**src/rtl/alu16_sat_core_if.sv**
```systemverilog
// ---------------------------------------------------------------------------
// alu16_sat_core_if
// Operand/result bundle for the 16-bit execute-stage ALU.
//   opcode : 4-bit operation select   (master -> slave)
//   in1    : 16-bit operand A         (master -> slave)
//   in2    : 16-bit operand B         (master -> slave)
//   out    : 16-bit combinational result (slave -> master)
//   flags  : registered {Z, V, N}     (slave -> master)
// ---------------------------------------------------------------------------
interface alu16_sat_core_if;
  logic [3:0]  opcode;
  logic [15:0] in1;
  logic [15:0] in2;
  logic [15:0] out;
  logic [2:0]  flags;

  modport master (
    output opcode,
    output in1,
    output in2,
    input  out,
    input  flags
  );

  modport slave (
    input  opcode,
    input  in1,
    input  in2,
    output out,
    output flags
  );
endinterface

```
**src/rtl/alu16_sat_core.sv**
```systemverilog
// ---------------------------------------------------------------------------
// alu16_sat_core
// 16-bit integer ALU: two-level carry-lookahead adder (4-bit CLA slices),
// saturating ADD/SUB, XOR, byte reduction, SLL/SRA/ROR and a nibble-parallel
// saturating add. Result is combinational; {Z,V,N} flags are registered.
// Ports:
//   clk   : clock, flags update on rising edge
//   rst_n : synchronous active-low reset, clears flags
//   bus   : alu16_sat_core_if.slave (opcode, in1, in2 -> out, flags)
// ---------------------------------------------------------------------------
module alu16_sat_core (
  input  logic               clk,
  input  logic               rst_n,
  alu16_sat_core_if.slave    bus
);

  localparam logic [3:0] OP_ADD    = 4'b0000;
  localparam logic [3:0] OP_SUB    = 4'b0001;
  localparam logic [3:0] OP_XOR    = 4'b0010;
  localparam logic [3:0] OP_RED    = 4'b0011;
  localparam logic [3:0] OP_SLL    = 4'b0100;
  localparam logic [3:0] OP_SRA    = 4'b0101;
  localparam logic [3:0] OP_ROR    = 4'b0110;
  localparam logic [3:0] OP_PADDSB = 4'b0111;

  // Group propagate/generate of a 4-bit slice: {P, G}. Independent of
  // carry-in, so the second lookahead level can use it directly.
  function automatic logic [1:0] cla4_pg(input logic [3:0] a, input logic [3:0] b);
    logic [3:0] p;
    logic [3:0] g;
    p = a ^ b;
    g = a & b;
    return {&p,
            g[3] | (p[3] & g[2]) | (p[3] & p[2] & g[1]) | (p[3] & p[2] & p[1] & g[0])};
  endfunction

  // Sum of a 4-bit slice with internal lookahead carries.
  function automatic logic [3:0] cla4_sum(input logic [3:0] a, input logic [3:0] b,
                                          input logic cin);
    logic [3:0] p;
    logic [3:0] g;
    logic [3:0] c;
    p    = a ^ b;
    g    = a & b;
    c[0] = cin;
    c[1] = g[0] | (p[0] & cin);
    c[2] = g[1] | (p[1] & g[0]) | (p[1] & p[0] & cin);
    c[3] = g[2] | (p[2] & g[1]) | (p[2] & p[1] & g[0]) | (p[2] & p[1] & p[0] & cin);
    return p ^ c;
  endfunction

  logic        sub_s;
  logic [15:0] add_b_s;
  logic [3:0]  grp_p_s;
  logic [3:0]  grp_g_s;
  logic [3:0]  grp_c_s;
  logic [15:0] sum_s;
  logic        ovf_s;
  logic [9:0]  red_s;
  logic [3:0]  amt_s;
  logic [15:0] sll_s;
  logic [15:0] sra_s;
  logic [15:0] ror_s;
  logic [15:0] psa_s;
  logic [15:0] result_s;
  logic        sat_s;
  logic        upd_z_s;
  logic        upd_vn_s;
  logic [2:0]  flags_nxt_s;
  logic [2:0]  flags_r;

  // SUB reuses the adder as in1 + ~in2 + 1; every other opcode adds in2 with cin=0.
  assign sub_s   = (bus.opcode == OP_SUB);
  assign add_b_s = sub_s ? ~bus.in2 : bus.in2;

  // Two-level carry lookahead: slice P/G, then group carries, then slice sums.
  always_comb begin
    grp_p_s = 4'b0000;
    grp_g_s = 4'b0000;
    for (int i = 0; i < 4; i++) begin
      {grp_p_s[i], grp_g_s[i]} = cla4_pg(bus.in1[4*i +: 4], add_b_s[4*i +: 4]);
    end
    grp_c_s[0] = sub_s;
    grp_c_s[1] = grp_g_s[0] | (grp_p_s[0] & sub_s);
    grp_c_s[2] = grp_g_s[1] | (grp_p_s[1] & grp_g_s[0]) | (grp_p_s[1] & grp_p_s[0] & sub_s);
    grp_c_s[3] = grp_g_s[2] | (grp_p_s[2] & grp_g_s[1]) | (grp_p_s[2] & grp_p_s[1] & grp_g_s[0])
               | (grp_p_s[2] & grp_p_s[1] & grp_p_s[0] & sub_s);
    sum_s = 16'h0000;
    for (int i = 0; i < 4; i++) begin
      sum_s[4*i +: 4] = cla4_sum(bus.in1[4*i +: 4], add_b_s[4*i +: 4], grp_c_s[i]);
    end
  end

  // Signed overflow: adder operands agree in sign but the raw sum does not.
  assign ovf_s = (bus.in1[15] == add_b_s[15]) && (sum_s[15] != bus.in1[15]);

  // Byte reduction at 10 bits: four signed bytes cannot exceed +/-512.
  assign red_s = {{2{bus.in1[15]}}, bus.in1[15:8]} + {{2{bus.in1[7]}}, bus.in1[7:0]}
               + {{2{bus.in2[15]}}, bus.in2[15:8]} + {{2{bus.in2[7]}}, bus.in2[7:0]};

  assign amt_s = bus.in2[3:0];
  assign sll_s = bus.in1 << amt_s;
  assign sra_s = $signed(bus.in1) >>> amt_s;
  // Left shift by 16 (amount 0) yields zero, so amount 0 returns in1 unchanged.
  assign ror_s = (bus.in1 >> amt_s) | (bus.in1 << (5'd16 - {1'b0, amt_s}));

  // Nibble-parallel saturating add, no carry between nibbles.
  always_comb begin
    psa_s = 16'h0000;
    for (int i = 0; i < 4; i++) begin
      logic [3:0] na;
      logic [3:0] nb;
      logic [3:0] ns;
      na = bus.in1[4*i +: 4];
      nb = bus.in2[4*i +: 4];
      ns = na + nb;
      if ((na[3] == nb[3]) && (ns[3] != na[3])) begin
        psa_s[4*i +: 4] = na[3] ? 4'h8 : 4'h7;
      end else begin
        psa_s[4*i +: 4] = ns;
      end
    end
  end

  // Result select and per-opcode flag enables.
  always_comb begin
    result_s = 16'h0000;
    sat_s    = 1'b0;
    upd_z_s  = 1'b0;
    upd_vn_s = 1'b0;
    case (bus.opcode)
      OP_ADD, OP_SUB: begin
        upd_z_s  = 1'b1;
        upd_vn_s = 1'b1;
        sat_s    = ovf_s;
        if (ovf_s) begin
          result_s = bus.in1[15] ? 16'h8000 : 16'h7FFF;
        end else begin
          result_s = sum_s;
        end
      end
      OP_XOR: begin
        result_s = bus.in1 ^ bus.in2;
        upd_z_s  = 1'b1;
      end
      OP_RED:    result_s = {{6{red_s[9]}}, red_s};
      OP_SLL: begin
        result_s = sll_s;
        upd_z_s  = 1'b1;
      end
      OP_SRA: begin
        result_s = sra_s;
        upd_z_s  = 1'b1;
      end
      OP_ROR: begin
        result_s = ror_s;
        upd_z_s  = 1'b1;
      end
      OP_PADDSB: result_s = psa_s;
      default:   result_s = sum_s;  // 1xxx: wrapping address add
    endcase
  end

  assign bus.out = result_s;

  // Next flag value: enabled bits load, the rest hold.
  always_comb begin
    flags_nxt_s = flags_r;
    if (upd_z_s) begin
      flags_nxt_s[2] = (result_s == 16'h0000);
    end else begin
      flags_nxt_s[2] = flags_r[2];
    end
    if (upd_vn_s) begin
      flags_nxt_s[1] = sat_s;
      flags_nxt_s[0] = result_s[15];
    end else begin
      flags_nxt_s[1] = flags_r[1];
      flags_nxt_s[0] = flags_r[0];
    end
  end

  // Flag register with synchronous reset taking priority over updates.
  always_ff @(posedge clk) begin
    if (!rst_n) begin
      flags_r <= 3'b000;
    end else begin
      flags_r <= flags_nxt_s;
    end
  end

  assign bus.flags = flags_r;

endmodule

```
**src/flat_wrapper.sv**
```systemverilog
// flat-port wrapper written by rule: the top's interface ports become plain ports
module alu16_sat_core_flat 
  (clk, rst_n, bus_opcode, bus_in1, bus_in2, bus_out, bus_flags);
  alu16_sat_core_if bus_i ();
  input  logic clk;
  input  logic rst_n;
  input wire logic [$bits(bus_i.opcode)-1:0] bus_opcode;
  input wire logic [$bits(bus_i.in1)-1:0] bus_in1;
  input wire logic [$bits(bus_i.in2)-1:0] bus_in2;
  output wire logic [$bits(bus_i.out)-1:0] bus_out;
  output wire logic [$bits(bus_i.flags)-1:0] bus_flags;
  assign bus_i.opcode = bus_opcode;
  assign bus_i.in1 = bus_in1;
  assign bus_i.in2 = bus_in2;
  assign bus_out = bus_i.out;
  assign bus_flags = bus_i.flags;
  alu16_sat_core u_core (.clk(clk), .rst_n(rst_n), .bus(bus_i));
endmodule
```
**config.mk**
```make
export PLATFORM = sky130hd
export DESIGN_NAME = alu16_sat_core_flat
export DESIGN_NICKNAME = d
export VERILOG_FILES = /design/src/rtl/alu16_sat_core_if.sv /design/src/rtl/alu16_sat_core.sv /design/src/flat_wrapper.sv
export SDC_FILE = /design/constraint.sdc
export NUM_CORES = 1
export LEC_CHECK = 0
export CAP_MARGIN = 20
export CORE_ASPECT_RATIO = 2
export CORE_MARGIN = 3
export CORE_UTILIZATION = 47
export CTS_BUF_LIST = sky130_fd_sc_hd__clkbuf_4 sky130_fd_sc_hd__clkbuf_8
export CTS_CLUSTER_DIAMETER = 100
export DETAILED_ROUTE_END_ITERATION = 10
export PLACE_DENSITY = 0.67
export SETUP_SLACK_MARGIN = 0.5
export SLEW_MARGIN = 40
export SYNTH_ARGS = -nofsm -noshare
export SYNTH_HDL_FRONTEND = slang
export SYNTH_SLANG_ARGS = --single-unit
```
**constraint.sdc**
```tcl
create_clock -name clk -period 11.65 [get_ports clk]
set_input_delay 2.33 -clock clk [delete_from_list [all_inputs] [get_ports clk]]
set_output_delay 2.33 -clock clk [all_outputs]
set_load 0.05 [all_outputs]
```
==> flow_metrics.tcl <==
set metrics [dict create \
    rsz0062_at_grt "no" \
    h-tree-depth 1 \
    yosys_warnings 0 \
    fin_area_um2 6859 \
    start_util_pct 48.33 \
    dr.pass1.iters 5 \
    cellPowerDensity_nw_per_um2 84.22 \
    arrival_ns 8.16 \
    core_region_area_um2 12700 \
    grtUsageTotal_pct 38.94 \
    fin_skew_ns 0 \
    clockRootBuffer "clkbuf_8" \
    grt_first_pass_wirelength_um 42310 \
    fin_setup_tns_ns 0 \
    crit_required_ns 9.32 \
    post-route-util_pct 54.01 \
    dr_total_vias 6876 \
    rows 58 \
    cts.clk_slew.worst_paths_ns 0.03 \
    initialDrtViolationCount 482 \
    post_cts_buffers 0 \
    slew_violations 0 \
    synth_edf_count 0 \
    drt_wl_total_um 28070 \
    place_area_um2 6789 \
    numCtsBuffers 3 \
    critical_path_class "primary input to output port" \
    ctsHoldBuffers 0 \
    viasPerCell 7.394 \
    synth.avg_cell_area_um2 8.174 \
    fmax_mhz 95.35 \
    dp_hpwl_um 22040 \
    drcViolationCount 0 \
    drive_gt1_share_pct 15.26 \
    fill_cells 1226 \
    clkLatencyLatePin_ns 0.23 \
    power_frac_comb_pct 92.0 \
    grt_max_degree 47 \
    irDropWorstVdd_mv 0.08625 \
    final_hold_viol_count 0 \
    synth_area_leaders "mux4_2 15%, ha_1 9.2%, fa_1 5.9%" \
    diodes 0 \
    drtAntennaViolNets 0 \
    swShare_pct 57.92 \
    regArea_um2 60.06 \
    path_max_fanout 17 \
    hp-class "flop to flop" \
    wl_per_cell_um 30.18 \
    synth_area_um2 6138 \
    setup_viol 0 \
    syn-num-nets 852 \
    switching_power_uw 334.6 \
    cts_resized 0 \
    period_needed_ns 10.49 \
    tritoncts "yes" \
    status "completed" \
    cp-end-kind "output port" \
    synth.distinct_cells 94 \
    io_pins 57 \
    synth_seq_cells 3 \
    worstSetupStartpointType "primary input" \
    die_area_um2 14550 \
    leakagePower_uw 0.002650 \
    ys_seq_area_share_pct 0.9784 \
    synth_top_cell_by_area "mux4_2" \
    cts.sinks 3 \
    place_congestion 1.137 \
    relSlewSlack_pct 36.11 \
    grt_pass1_vias 6777 \
    multiInputGateArea_um2 5668 \
    p_seq_share_pct 1.9 \
    drv_cap 0 \
    tightest_slew_ns 0.9583 \
    port_buffers 56 \
    syn2layout_area_growth_pct 11.74 \
    die-height_um 167.6 \
    die_x_um 86.81 \
    yosys_most_used_dff "dfxtp_1" \
    nets 882 \
    overflow 0 \
    yosysTopAreaCellShare_pct 14.68 \
    largest_reg_flops 3 \
    antenna_found_initial 0 \
    synth_cells 751 \
    synthArstFlopShare_pct 0 \
    p_int_uw 243.1 \
    post-route-period-util_pct 90.02 \
    clock_path_buffers 2 \
    clkPwrFrac_pct 6.1 \
]
==> kinds of logic (layout without fill, tap and decap cells) <==
kind of cell	Yosys count	after routing	share of synthesized area, %
compound gates	246	246	30.11
xor+xnor	44	44	6.278
fa+ha+maj	63	63	15.04
buf+inv	94	123	7.093
flops	3	3	0.9784
mux	76	76	21.18
simple gates	225	225	19.32
==> power groups by stage <==
stage,clock network (uW),registers [uW],logic [uW]
CTS,35.5,10.8,520
finish,35.4,10.8,532
detailed placement,0,10.9,517
global placement,0,10.9,508
floorplan,0,12.0,356
global route,36.6,10.8,565
==> area by class of cell <==
| cell class | count | area share [%] |
|---|---|---|
| sequential | 3 | 0.8756 |
| tap | 150 | 2.736 |
| inverter | 34 | 1.861 |
| clock buffer | 4 | 0.7114 |
| multi-input combinational | 654 | 82.63 |
| timing repair buffer | 85 | 11.18 |
==> metal layers <==
metal  track usage [%]  up-vias  wire length (um)
met5                 0        -                 0
met4             26.80        0              2606
met3             3.496      116              1635
met2             68.06      368             14400
met1             42.82     3386              9422
li1                  -     3006                 -
==> cell usage after synthesis, types with 13 or more instances <==
cell type,n
nand2_1,55
a21oi_1,51
nor2_1,51
ha_1,45
mux4_2,40
inv_1,33
clkbuf_1,30
o21ai_0,28
nor3_1,24
xnor2_1,24
mux2i_1,23
a211oi_1,21
xor2_1,20
fa_1,18
o211ai_1,17
buf_2,14
and2_1,13
nor2b_1,13
==> cell usage in the layout, fill, tap and decap left out, types with 6 or more instances in the layout <==
cell type	n
a21o_1	11
and3_1	6
fa_1	18
nand4_1	10
a211o_1	6
and2_1	13
nor2b_1	13
inv_1	32
xnor2_1	24
mux2_2	7
xor2_1	20
a221oi_1	9
o21ai_0	28
clkdlybuf4s50_1	54
mux2i_1	23
o21bai_1	7
o32ai_1	6
mux4_2	40
ha_1	44
nand2_1	55
o21a_1	9
nand2b_1	6
a211oi_1	21
a32oi_1	8
a21oi_1	51
buf_4	29
nor3_1	23
nand3_1	8
o211ai_1	17
nor2_1	51
==> critical path, stage by stage <==
cell,delay (ns)
clkdlybuf4s50_1,0.99
ha_1,0.36
a21o_1,0.18
a21oi_1,0.22
o21bai_1,0.12
a21oi_1,0.22
o21bai_1,0.09
a21oi_1,0.18
xor2_1,0.10
fa_1,0.50
inv_1,0.05
ha_1,0.23
or2_2,0.32
o41ai_1,0.42
xnor2_1,0.17
a211oi_1,0.58
nand2_1,0.12
o221a_2,0.27
clkdlybuf4s50_1,0.70
==> worst paths after layout <==
check	from	end	slack [ns]	depth (start not counted)
setup / recovery	bus_in1[9]	bus_out[8]	1.16	19
hold / removal	u_core.bus.flags[2]$_SDFFE_PN0P_	u_core.bus.flags[2]$_SDFFE_PN0P_	0.52	2
setup reg to reg	u_core.bus.flags[0]$_SDFFE_PN0P_	u_core.bus.flags[0]$_SDFFE_PN0P_	11.01	2
hold reg to reg	u_core.bus.flags[2]$_SDFFE_PN0P_	u_core.bus.flags[2]$_SDFFE_PN0P_	0.52	2
==> metrics by stage <==
| step | setup WS, ns | hold slack, ns | power, uW | std cells |
|---|---|---|---|---|
| global route | 0.9058 | 0.5487 | 612.8 | 930 |
| finish | 1.162 | 0.5210 | 577.7 | 930 |
| CTS | 1.237 | 0.5224 | 566.1 | 929 |
| global placement | 1.373 | 0.4881 | 518.8 | 924 |
| detailed placement | 1.256 | 0.5177 | 527.6 | 925 |
| floorplan | 2.881 | 0.7318 | 367.8 | 751 |
No activity file was read; power rests on OpenSTA's default activity.
==> RTL edit (config.mk and constraints unchanged) <==
Make the reset (`rst_n`) asynchronous in one clocked block. Comments in the files are not updated.
--- a/src/rtl/alu16_sat_core.sv
+++ b/src/rtl/alu16_sat_core.sv
@@ -182,5 +182,5 @@
 
   // Flag register with synchronous reset taking priority over updates.
-  always_ff @(posedge clk) begin
+  always_ff @(posedge clk or negedge rst_n) begin
     if (!rst_n) begin
       flags_r <= 3'b000;
Behaviour: differs if rst_n is asserted again (counterexample within 4 cycles, from zero or initial values and one cycle with rst_n low); with rst_n held inactive, the same outputs for 10 cycles.
==> RTL edit against the original RTL <==
  * Global-route usage increased by 2.5 points
  * Wire length increased by 3.2%
  * Synthesized area decreased by 4.9%
  * Synthesized cell count increased by 1.7%
  * Sequential cell count unchanged
  * Sequential share of layout area increased by 0.25 points
  * Largest cell class unchanged
  * Count of clock-buffer cells in the layout unchanged
  * Cell area decreased by 3.0%
  * Setup slack improved by 0.19 ns
  * Clock power decreased by 6.8%
  * Total power decreased by 4.3%
==> RTL edit: results (changes against the original RTL) <==
gp_routability_congestion: 1.07  # was 1.14
hold_path_startpoint: "u_core.bus.flags[1]$_DFFE_PN0P_"  # was u_core.bus.flags[2]$_SDFFE_PN0P_
routed-wl-met2_um: 14100  # was 14400 um
routed-wl-met3_um: 2200  # was 1640 um
synth.net_count: 865  # was 852
async_flop_share_pct: 100  # was 0%
synth.lib_cells_used.distinct: 86  # was 94
grt.met2_usage_pct: 71.3  # was 68.1%
multiplexer_fraction_of_the_synthesized_cell_area_pct: 19.8  # was 21.2%
vdd.ir_drop.worst_mv: 0.0621  # was 0.0863 mV
arrival_ns: 7.97  # was 8.16 ns
placement_stage_cell_area_um2: 6590  # was 6790 um2
detail_route.iter0.violations: 775  # was 482
use_met1_pct: 43.3  # was 42.8%
place_ws_ns: 1.51  # was 1.26 ns
synth_fa_ha_area_share_pct: 15.8  # was 15.0%
cp_max_fo: 6  # was 17
synth-main-ff-cell: "sky130_fd_sc_hd__dfrtp_1"  # was sky130_fd_sc_hd__dfxtp_1
gr-usage-all-layers_pct: 41.4  # was 38.9%
fill_cell_instance_count_of_the_final_layout: 1175  # was 1226
post_synth_xor_area_fraction_pct: 6.58  # was 6.28%
dp_hpwl_um: 22500  # was 22000 um
drive_gt1_share_pct: 12.0  # was 15.3%
gate_count_of_the_mapped_netlist: 764  # was 751
ys_top_cells_by_count: "74 x sky130_fd_sc_hd__nand2_1, 51 x sky130_fd_sc_hd__nor2_1, 47 x sky130_fd_sc_hd__mux2i_1, 47 x sky130_fd_sc_hd__o21ai_0"  # was 55 x sky130_fd_sc_hd__nand2_1, 51 x sky130_fd_sc_hd__a21oi_1, 51 x sky130_fd_sc_hd__nor2_1
final_net_count: 904  # was 882
first_pass_grt_wire_length_um: 43200  # was 42300 um
outcome: "completed"  # unchanged
## RTL edit: cell count changes in the layout (fill, tap and decap cells not counted), moves of 7 or more
cell                       delta
sky130_fd_sc_hd__mux2i_1     +24
sky130_fd_sc_hd__nand2_1     +19
sky130_fd_sc_hd__mux4_2      -18
sky130_fd_sc_hd__o21ai_0     +18
sky130_fd_sc_hd__nand3_1     +16
sky130_fd_sc_hd__inv_1       -14
sky130_fd_sc_hd__a211oi_1    -10
sky130_fd_sc_hd__o22ai_1     +10
sky130_fd_sc_hd__a31oi_1      +8
sky130_fd_sc_hd__o211ai_1     -8
sky130_fd_sc_hd__a221oi_1     -7
sky130_fd_sc_hd__mux2_2       +7
## RTL edit: final timing paths
| kind | to | slack, ns | depth (start not counted) |
|---|---|---|---|
| worst max-delay path | bus_out[12] | 1.35 | 20 |
| min in group asynchronous | u_core.bus.flags[2]$_DFFE_PN0P_ | 2.30 | 1 |
| max in group asynchronous | u_core.bus.flags[0]$_DFFE_PN0P_ | 9.19 | 1 |
| worst min-delay path | u_core.bus.flags[1]$_DFFE_PN0P_ | 0.50 | 2 |
| worst min register to register | u_core.bus.flags[1]$_DFFE_PN0P_ | 0.50 | 2 |
| worst max register to register | u_core.bus.flags[0]$_DFFE_PN0P_ | 10.96 | 2 |
## RTL edit: where the power goes
part	total [uW]	leakage (uW)	internal, uW	switching, uW
sequential	13.0	0.0000373	12.1	0.953
clock	33.0	0.0000262	25.7	7.29
combinational	507	0.00256	193	314
total	553	0.00262	230	323
## RTL edit: area by class of cell
cell class	instances	area, um2	share of cell area [%]
repair buffers	87	783	11.8
flip-flops and latches	3	75.1	1.13
well taps	147	184	2.76
clock buffers	4	48.8	0.733
inverters	22	82.6	1.24
multi-input cells	686	5480	82.4
